==> src/rtl/alu_64.sv <==
// 64-bit add/sub/AND/XOR execute-stage ALU with a one-cycle registered result and signed-overflow flag.
// Define ALU_64_FLAGS_EN to add the registered zero and sign flags for the condition-code register.
module alu_64 (
  input  logic               clk,
  input  logic               rst,
  input  logic [1:0]         control_signal,
  input  logic signed [63:0] a,
  input  logic signed [63:0] b,
  output logic signed [63:0] op_out,
  output logic               overflow
`ifdef ALU_64_FLAGS_EN
  ,
  output logic               zero,
  output logic               sign
`endif
);

  localparam int DATA_W = 64;

  typedef enum logic [1:0] {
    OP_ADD = 2'b00,
    OP_SUB = 2'b01,
    OP_AND = 2'b10,
    OP_XOR = 2'b11
  } op_e;

  // Signed overflow: the result sign disagrees with what the operand signs require.
  function automatic logic f_ovf(input logic is_sub, input logic sa, input logic sb,
                                 input logic sr);
    logic same_sign;
    same_sign = is_sub ? (sa != sb) : (sa == sb);
    return same_sign && (sr != sa);
  endfunction

  logic signed [DATA_W-1:0] w_sum;
  logic signed [DATA_W-1:0] w_diff;
  logic signed [DATA_W-1:0] w_result;
  logic                     w_ovf;

  assign w_sum  = a + b;
  assign w_diff = a + ~b + 64'sd1;

  always_comb begin
    w_result = '0;
    w_ovf    = 1'b0;
    case (op_e'(control_signal))
      OP_ADD: begin
        w_result = w_sum;
        w_ovf    = f_ovf(1'b0, a[DATA_W-1], b[DATA_W-1], w_sum[DATA_W-1]);
      end
      OP_SUB: begin
        w_result = w_diff;
        w_ovf    = f_ovf(1'b1, a[DATA_W-1], b[DATA_W-1], w_diff[DATA_W-1]);
      end
      OP_AND: w_result = a & b;
      OP_XOR: w_result = a ^ b;
      default: begin
        w_result = '0;
        w_ovf    = 1'b0;
      end
    endcase
  end

  // Stage p0: registered result and flags.
  logic signed [DATA_W-1:0] r_result_p0;
  logic                     r_ovf_p0;

  always_ff @(posedge clk) begin
    if (rst) begin
      r_result_p0 <= '0;
      r_ovf_p0    <= 1'b0;
    end else begin
      r_result_p0 <= w_result;
      r_ovf_p0    <= w_ovf;
    end
  end

  assign op_out   = r_result_p0;
  assign overflow = r_ovf_p0;

`ifdef ALU_64_FLAGS_EN
  logic r_zero_p0;
  logic r_sign_p0;

  always_ff @(posedge clk) begin
    if (rst) begin
      r_zero_p0 <= 1'b1;
      r_sign_p0 <= 1'b0;
    end else begin
      r_zero_p0 <= (w_result == '0);
      r_sign_p0 <= w_result[DATA_W-1];
    end
  end

  assign zero = r_zero_p0;
  assign sign = r_sign_p0;
`endif

endmodule

==> config.mk <==
export PLATFORM = sky130hd
export DESIGN_NAME = alu_64
export DESIGN_NICKNAME = d
export VERILOG_FILES = /design/src/rtl/alu_64.sv
export SDC_FILE = /design/constraint.sdc
export NUM_CORES = 1
export LEC_CHECK = 0
export CAP_MARGIN = 25
export CORE_ASPECT_RATIO = 0.75
export CORE_MARGIN = 2
export CORE_UTILIZATION = 45
export CTS_BUF_LIST = sky130_fd_sc_hd__clkbuf_4 sky130_fd_sc_hd__clkbuf_8
export DETAILED_ROUTE_END_ITERATION = 12
export GPL_TIMING_DRIVEN = 0
export PLACE_DENSITY = 0.69
export SYNTH_ARGS = -nofsm -noshare
export SYNTH_HDL_FRONTEND = slang
export SYNTH_SLANG_ARGS = --single-unit
==> constraint.sdc <==
create_clock -name clk -period 4.7 [get_ports clk]
set_input_delay 0.94 -clock clk [delete_from_list [all_inputs] [get_ports clk]]
set_output_delay 0.94 -clock clk [all_outputs]
set_load 0.03 [all_outputs]
Word-level counts from Yosys, hierarchy flattened
Cells that the tools add are included.
{ "totals": {"ff_bits": 65, "in_bits": 132, "output_inout_bits": 65, "word_cells": 20} }
{ "op_classes": {"add_sub_neg": 3, "eq_ne": 7, "muxes": 2, "n_bitwise": 3, "reduce_logical": 3} }
{ "op_table": {"columns": ["op", "count"], "rows": [
  ["$pmux W64 S4", 1],
  ["$add A64 B64 Y64", 2],
  ["$add A64 B2 Y64 const B", 1],
  ["$and A64 B64 Y64", 1],
  ["$not A64 Y64", 1],
  ["$xor A64 B64 Y64", 1],
  ["$eq A2 B2 Y1 const B", 2],
  ["$ne A1 B1 Y1", 3],
  ["$eq A2 B1 Y1 const B", 1],
  ["$logic_and A1 B1 Y1", 2],
  ["$logic_not A2 Y1", 1],
  ["$pmux W1 S2", 1],
  ["$eq A1 B1 Y1", 1]
]} }

Longest topological paths before layout
Gate-level depths: netlist of the first run.
{ "depth": {"ltp_word": 6, "mapped_depth": 15, "depth_no_buf": 14} }

Least setup slack after synthesis of the first run
OpenSTA, ideal clock, no wires.
{ "synth_path": {"path_type": "input to register", "startpoint": "in a[0]", "endpoint": "reg r_result_p0[60] (netlist: op_out[60])", "setup_ps": 123, "t_arrival_ps": 3580, "slack_ps": 997, "stages": 14, "cell_sequence": "ha_1 -> inv_1 -> fa_1 -> o21bai_1 -> a2111oi_4 -> nor3b_2 -> nor3_1 -> o21ai_2 -> a31oi_2 -> o31ai_4 -> a31oi_2 -> o311a_1 -> nor3_1 -> nor3b_2"} }
{ "synth_via": {"elab_chain_len": 3, "word_cells_on_any_way": 4, "cone_classes": "3 x add/sub; 1 x mux"} }
{ "synth_rtl": {"columns": ["item", "line", "rtl"], "rows": [
  ["start, declared", "7", "input logic signed [63:0] a,"],
  ["$add A64 B64 Y64", "41", "assign w_diff = a + ~b + 64'sd1;"],
  ["$add A64 B2 Y64", "41", null],
  ["$pmux W64 S4 *", "46", "case (op_e'(control_signal))"],
  ["end signal, assigned", "73", "r_result_p0 <= w_result;"],
  ["end, declared", "65", "logic signed [DATA_W-1:0] r_result_p0;"]
]} }
Mark *: on every way between the ends. The rest lies on a longest branch, timed or not.
A chain may end at the register's enable or synchronous reset.

Final worst setup path of the first run
{ "layout_path": {"startpoint": "in b[1]", "endpoint": "reg r_result_p0[63] (netlist: op_out[63])"} }
{ "layout_via": {"elab_chain_len": 4, "word_cells_on_any_way": 5, "cone_classes": "3 x add/sub; 1 x mux; 1 x bitwise"} }
{ "layout_rtl": {"columns": ["item", "line", "rtl"], "rows": [
  ["start, declared", "8", "input logic signed [63:0] b,"],
  ["$not A64 Y64", "41", null],
  ["$add A64 B64 Y64", "41", null],
  ["$add A64 B2 Y64", "41", null],
  ["$pmux W64 S4 *", "46", null]
]} }
Marked as above.

==> summary by stage, run 1 <==
STA
Headroom to the max-slew limit came out at 0.234. The number of hold violations in the final report is 0. After routing, the total negative slack on setup checks comes to 0 ns. Setup violations remaining at the end of the flow were counted as 0. The slew at the pin closest to its max-slew limit is 1.15 ns.

The worst path in the final design needs a cycle of 4.66 ns, including I/O delays and setup. The number of pins exceeding their max-slew limit in the final report is 0. In the finished design, the share of the clock period the worst path needs comes to 0.992.

Setup repair after global routing could not meet its margin everywhere. Timing would allow up to 214 MHz.

Min path
Counting instances, the worst hold path has a depth of 4. The class of the tightest hold or removal check is in2reg. The worst hold path begins at rst. The terminating pin of the worst hold path is op_out[63].

Synthesis
Of the post-synthesis cell area, the dominant cell type holds 0.145. The number of different library cells used by synthesis comes to 91. The number of nets in the synthesized netlist is 1873. Among all flip-flop cells after synthesis, the most frequent one is sky130_fd_sc_hd__dfxtp_1. The synthesized instance count is 1612. Dividing the synthesized area by the synthesized cell count gives 6.78 um2.

Sorting the synthesized cells by area gives the leading types as sky130_fd_sc_hd__ha_1, sky130_fd_sc_hd__dfxtp_1, sky130_fd_sc_hd__a21oi_1, sky130_fd_sc_hd__nor2_1, sky130_fd_sc_hd__inv_1. The share of the Yosys chip area taken by registers is 0.119. Counting flops with an async set or reset pin after synthesis yields a share of 0.

The number of flops mapped to enable cells by yosys is 0. Of all cell types, the one taking the most synthesized area is sky130_fd_sc_hd__ha_1. The synthesized design contains 65 register bits. The number of warnings reported in the yosys synthesis log is 0. The cell area after synthesis is 10900 um2.

Placed design
The count of input and output buffers is 194. Detailed placement ended at an HPWL of 41300 um. The instance area at placement is 13300 um2. Routability-driven placement finished with a final weighted congestion of 1.02.

Power and ir drop
The worst IR drop on VDD is 0.152 mV. Internal power comes to 0.00155 W. The switching portion of total power is 0.494. For this design the total switching power over the nets is 0.00151 W. The leakage power is 5.72 nW. The areal power density over the cells is 224 nW/um2. The share of total power dissipated in the clock network is 0.181. The combinational group share of total power is 0.612. Of the total power, registers draw 0.206.

CTS
The count of clock tree sinks is 65. The post-CTS clock slew at the launch and capture registers of the worst setup and hold paths is 0.09 ns. In this run the deepest clock path goes through 2 buffers. The count of hold-fix buffers inserted at cts is 0. The H-tree was split into 3 levels. The CTS tree is done. The root buffer cell is sky130_fd_sc_hd__clkbuf_8. The number of clock buffers added by TritonCTS is 9.

Finish
In the layout the commonest cells are sky130_fd_sc_hd__nor2_1, sky130_fd_sc_hd__clkdlybuf4s50_1, sky130_fd_sc_hd__a21oi_1. The layout-stage area growth over the synthesis result is 24.9%. The area of all placed cells without fillers is 13700 um2.

The fraction of final layout cells with drive strength greater than 1 is 0.0570. The final layout net count is 2080.

Die
The initial standard-cell utilization of the core is 0.457. The initialized floorplan defines 49 standard-cell rows. The die covers 25600 um2. Measured along the x axis, the die boundary spans 184 um. The vertical die dimension is 139 um.

The core region is 23900 um2. During I/O placement, the number of pins put on the boundary was 197.

Route
The count of nets left with antenna violations once routing finished came out at 0. In this run, the number of DRC markers left after iteration 0 of detailed routing was 2188. The routed length per placed instance is 24.9 um. Summed over all layers, the routed wires come to 53100 um. Dividing the detail-routed via count by the number of cells gives 6.71. In the routed design, unresolved DRC markers number 0. Detailed routing inserted a total of 14297 vias. The number of detailed-route iterations in the first pass is 7.

Run
The total of max-cap violations is 0.

Global routing
The number of global-route vias before repair came to 12969. Entering global routing, the biggest net connects 12 pins. For this run the aggregate overflow at the end of global routing stands at 0.

The number of antenna violations at the first check in global routing is 1. The global-route wire length before repair is 78100 um. For this run, the total global-route usage over all layers was measured as 0.400.

Worst setup path
The data arrival time of the worst path is 4.92 ns. The maximum fanout along the worst path is 5. The required time at the worst-slack endpoint is 4.96 ns. STA classifies the critical path endpoint as a flop.

The startpoint kind of the worst setup timing path is an input port. The startpoint-to-endpoint class of the critical path is in2reg.

Status
The flow ran to the end, and the final reports show no timing, DRC or antenna violations.
power by group through the flow:
stage	clock [W]	sequential [W]	combinational [W]
after floorplan	0	0.000768	0.000982
after global placement	0	0.000641	0.00175
after detailed placement	0	0.000645	0.00176
after CTS	0.000553	0.000632	0.00177
after global routing	0.000570	0.000636	0.00198
final	0.000555	0.000631	0.00188
cells in the mapped netlist (31+ instances only):
master,instances
sky130_fd_sc_hd__a211oi_1,36
sky130_fd_sc_hd__a21o_1,31
sky130_fd_sc_hd__a21oi_1,196
sky130_fd_sc_hd__clkbuf_1,75
sky130_fd_sc_hd__dfxtp_1,65
sky130_fd_sc_hd__ha_1,127
sky130_fd_sc_hd__inv_1,132
sky130_fd_sc_hd__nand2_1,103
sky130_fd_sc_hd__nand3_1,31
sky130_fd_sc_hd__nor2_1,194
sky130_fd_sc_hd__nor3_1,62
sky130_fd_sc_hd__nor4_1,39
sky130_fd_sc_hd__o21ai_0,88
sky130_fd_sc_hd__o21bai_1,43
worst max-delay path, stage by stage:
cell and delay (ns):
sky130_fd_sc_hd__clkdlybuf4s50_1 0.56, sky130_fd_sc_hd__inv_1 0.11, sky130_fd_sc_hd__ha_1 0.32, sky130_fd_sc_hd__nor2b_1 0.14, sky130_fd_sc_hd__o21ai_0 0.17, sky130_fd_sc_hd__o211a_1 0.34
sky130_fd_sc_hd__o31a_1 0.38, sky130_fd_sc_hd__o2111ai_1 0.36, sky130_fd_sc_hd__a31oi_1 0.20, sky130_fd_sc_hd__nor3_4 0.45, sky130_fd_sc_hd__a211oi_1 0.18, sky130_fd_sc_hd__a211oi_2 0.41
sky130_fd_sc_hd__mux2i_1 0.27, sky130_fd_sc_hd__a211oi_1 0.10
worst max-delay path by stage:
stage                     start         end  slack (ns)  cells after the start
after floorplan            a[0]  op_out[60]         1.0                     14
final                      b[1]  op_out[63]        0.04                     14
after detailed placement   b[1]  op_out[45]       -0.53                     14
after CTS                  b[2]  op_out[32]       0.007                     15
after global routing      b[10]  op_out[60]       -0.03                     16
after global placement     b[1]  op_out[45]       -0.50                     14
sequential cells by signal, summed over array words and instances (netlist names):
signal    cells
op_out       64
overflow      1
timing repair:
| item | in CTS | in global routing |
|---|---|---|
| resized for setup | 4 | 31 |
| endpoints found under the setup margin | 6 | 28 |
| setup buffers | 0 | 1 |
| pin swaps | 1 | 3 |
layout make-up:
| cell class | instances | area [um2] |
|---|---|---|
| sequential | 65 | 1300 |
| buffer | 108 | 444 |
| inverter | 136 | 510 |
| fill | 2356 | 10300 |
| tap | 306 | 383 |
| clock buffer | 11 | 145 |
| timing repair buffer | 197 | 1990 |
| antenna | 1 | 2.50 |
| clock inverter | 5 | 55.1 |
| multi-input combinational | 1302 | 8820 |
per-stage QoR:
stage               hold WS (ns)  std cells  setup WS [ns]  total power [W]   util
floorplan                   1.11       1612          0.997          0.00175      -
global placement            1.59       2112         -0.497          0.00240  0.554
detailed placement          1.60       2112         -0.527          0.00240  0.554
CTS                         1.16       2128        0.00660          0.00296  0.564
global route                1.23       2131        -0.0267          0.00318  0.571
finish                      1.20       2131         0.0356          0.00306  0.571
routing by layer:
layer | vias to the layer above | global-route usage | part of all wire
met1 | 6596 | 0.560 | 0.41
met4 | 2 | 0.164 | 0.048
met3 | 184 | 0.128 | 0.15
met2 | 1160 | 0.561 | 0.39
met5 | - | 0 | 0.00049
li1 | 6355 | - | -
logic make-up after synthesis:
| kind of cell | synth area share |
|---|---|
| AO/OA/AOI/OAI | 0.386 |
| AND/OR/NAND/NOR | 0.224 |
| buffers and inverters | 0.0874 |
| adder cells (fa/ha/maj) | 0.149 |
| flip-flops | 0.119 |
| multiplexers | 0.0208 |
| XOR/XNOR | 0.0136 |
(Power assumes the default switching activity.)
==> run 2, diff against run 1 <==
GPL_TIMING_DRIVEN = 1   (was 0)
==> run 2 against run 1 <==
Final area rose by 4.2%. Fmax up 3.4%. Final cell count grew 1.8%. Sequential share of layout area decreased by 0.39 points. Clock power is 31% higher. Global-route usage decreased by 5.9 points. Critical path type unchanged.
==> summary by stage, run 2 (synthesized netlist as in run 1, its figures left out) <==
Status
The flow ran to the end, and the final reports show no timing, DRC or antenna violations.

Finish
The layout-stage area growth over the synthesis result is 30.2%. The flip-flop count of the largest register, all copies and words added is 64. In the final layout, the share of cells above drive strength 1 is 0.113. The antenna diode count is 0.

In the layout the commonest cells are sky130_fd_sc_hd__a21oi_1, sky130_fd_sc_hd__nor2_1, sky130_fd_sc_hd__clkdlybuf4s50_1. The layout has 2274 filler cells. The finished layout holds 2169 standard cells, fillers aside. After the last flow step, the layout net total stands at 2119. The commonest non-fill, non-tap cell in the layout is sky130_fd_sc_hd__a21oi_1.

Placed design
The count of input and output buffers is 196. The number of cells after detailed placement is 2153. Routability-driven placement finished with a final weighted congestion of 1.02.

The detailed placer's ending HPWL is 34500 um. The post-place setup slack is -0.0232 ns.

STA
Timing would allow up to 222 MHz. The worst max-slew margin expressed relative to the limit is 0.411. The number of pins exceeding their max-slew limit in the final report is 0. The number of hold violations in the final report was 0. The smallest clock period supported by the final layout is computed as 4.51 ns. The setup slack of the critical path after layout is 0.189 ns.

Hold is met by 1.15 ns. The slew at the pin closest to its max-slew limit is 0.883 ns. In the finished design, the share of the clock period the worst path needs comes to 0.960. Setup repair after global routing left no endpoint under its margin. Setup violations remaining at the end of the flow were counted as 0.

Route
Wire segments on met3 add up to 5500 um in the final route. The highest layer touched by signal routing is met4. After detailed routing, the wire length on met1 is 20300 um. The number of remaining DRC errors is 0. The total via count after detailed routing is 13823. After detailed routing, the number of vias per cell comes to 6.37. The number of violations reported at the end of detailed-routing iteration 0 is 1961. The number of detailed-route iterations in the first pass is 5. The remaining number of nets flagged by the antenna check after routing is 0. The final routed wirelength across all metal layers is 44700 um. The detailed-routed wire length on met2 is 18000 um. The routed length per placed instance is 20.6 um.

Die
In this run the vertical extent of the chip is 139 um. The floorplan has 49 rows. For this configuration, the core starts out at a cell density of 0.457. The area of the die is 25600 um2.

The total core area is 23900 um2. During I/O placement, the number of pins put on the boundary was 197. The floorplan step set the die width to 184 um.

Min path
The tightest min-delay check is of the in2reg type. The worst hold path begins at control_signal[0]. The terminating pin of the worst hold path is op_out[4]. The worst hold path was traced through 2 stages.

Power and ir drop
The areal power density over the cells is 229 nW/um2. The leakage power is 6.25 nW. The worst-case IR drop observed on VDD is 0.118 mV.

Global routing
The number of global-route vias before repair was 12742. The number of antenna violations at the first check in global routing is 0. The first global-routing pass estimated 69700 um of wire. The aggregate global-route resource usage is 0.341. The largest net degree at the start of global routing is 66. The final global-route overflow total is 0.

CTS
The largest buffer count on any clock path is 2. The number of gates resized after cts is 0. Clock tree synthesis selected as its root buffer the cell sky130_fd_sc_hd__clkbuf_8. The clock drives 65 sinks. The buffer count from post-CTS setup fixing is 0. After clock tree synthesis, the clock-pin slew on the worst setup and hold paths is 0.10 ns.

Hold repair after CTS inserted 0 buffers. The number of buffers inserted during clock tree synthesis is 9. The depth of the CTS H-tree is 3. The CTS tree is done.

Worst setup path
The maximum fanout along the worst path is 6. STA classifies the critical path startpoint as an input port. Data arrives at the worst endpoint at 4.84 ns. Traced cell by cell, the critical path runs through clkdlybuf4s50_1 > inv_1 > ha_1 > buf_4 > a21oi_1 > o21bai_1 > a221o_1 > o211ai_1 > a31oi_1 > buf_4 > o21ai_1 > a21oi_1 > buf_4 > a311oi_1 > mux2i_1 > o21ai_0 > a21oi_1. For this run, the slowest stage of the critical path takes 0.49 ns. The startpoint-to-endpoint class of the critical path is in2reg. On the critical path, the stage with the largest delay is an instance of sky130_fd_sc_hd__clkdlybuf4s50_1.

For the worst setup path, the data required time is 5.03 ns. The endpoint kind of the worst setup timing path is a flop.

Run
The total of max-cap violations is 0.
## run 2: worst max path at each step
stage	slack, ns	from	end	depth (start not counted)
after detailed placement	-0.02	b[6]	op_out[41]	17
after floorplan	1.0	a[0]	op_out[60]	14
after CTS	0.35	b[6]	op_out[41]	17
final	0.19	b[9]	op_out[56]	17
after global routing	0.03	a[0]	op_out[60]	16
after global placement	0.03	b[1]	op_out[63]	14
## run 2: cell type report
cell class,instances,area [um2],share of cell area
repair buffers,344,3090,0.217
flip-flops and latches,65,1300,0.0914
inverters,136,510,0.0359
well taps,306,383,0.0269
multi-input cells,1302,8670,0.609
clock buffers,10,138,0.00967
clock inverters,6,138,0.00967
## run 2: power breakdown
part / leakage (nW) / switching, W / total (W) / internal, W
combinational: 5.57 / 0.00112 / 0.00189 / 0.000769
sequential: 0.542 / 0.0000233 / 0.000636 / 0.000613
clock: 0.137 / 0.000303 / 0.000727 / 0.000424
## run 2: routing by layer
layer / track usage / vias up
met2: 0.490 / 926
met1: 0.506 / 6400
met3: 0.0843 / 64
met5: 0 / -
li1: - / 6433
met4: 0.0792 / 0
## run 2: metrics by stage
stage	TNS, ns	total power [W]	instance area [um2]	utilization
floorplan	0	0.00175	10900	-
global placement	0	0.00246	14000	0.584
detailed placement	-0.0361	0.00247	14000	0.584
CTS	0	0.00320	14200	0.595
global route	0	0.00342	14200	0.595
finish	0	0.00325	14200	0.595
## run 2: worst max-delay path: cells and delay by family
| family | cells | cell delay [ns] |
|---|---|---|
| multiplexers | 1 | 0.22 |
| AO/OA/AOI/OAI | 10 | 2.21 |
| adder cells (fa/ha/maj) | 1 | 0.38 |
| buffers and inverters | 5 | 1.08 |
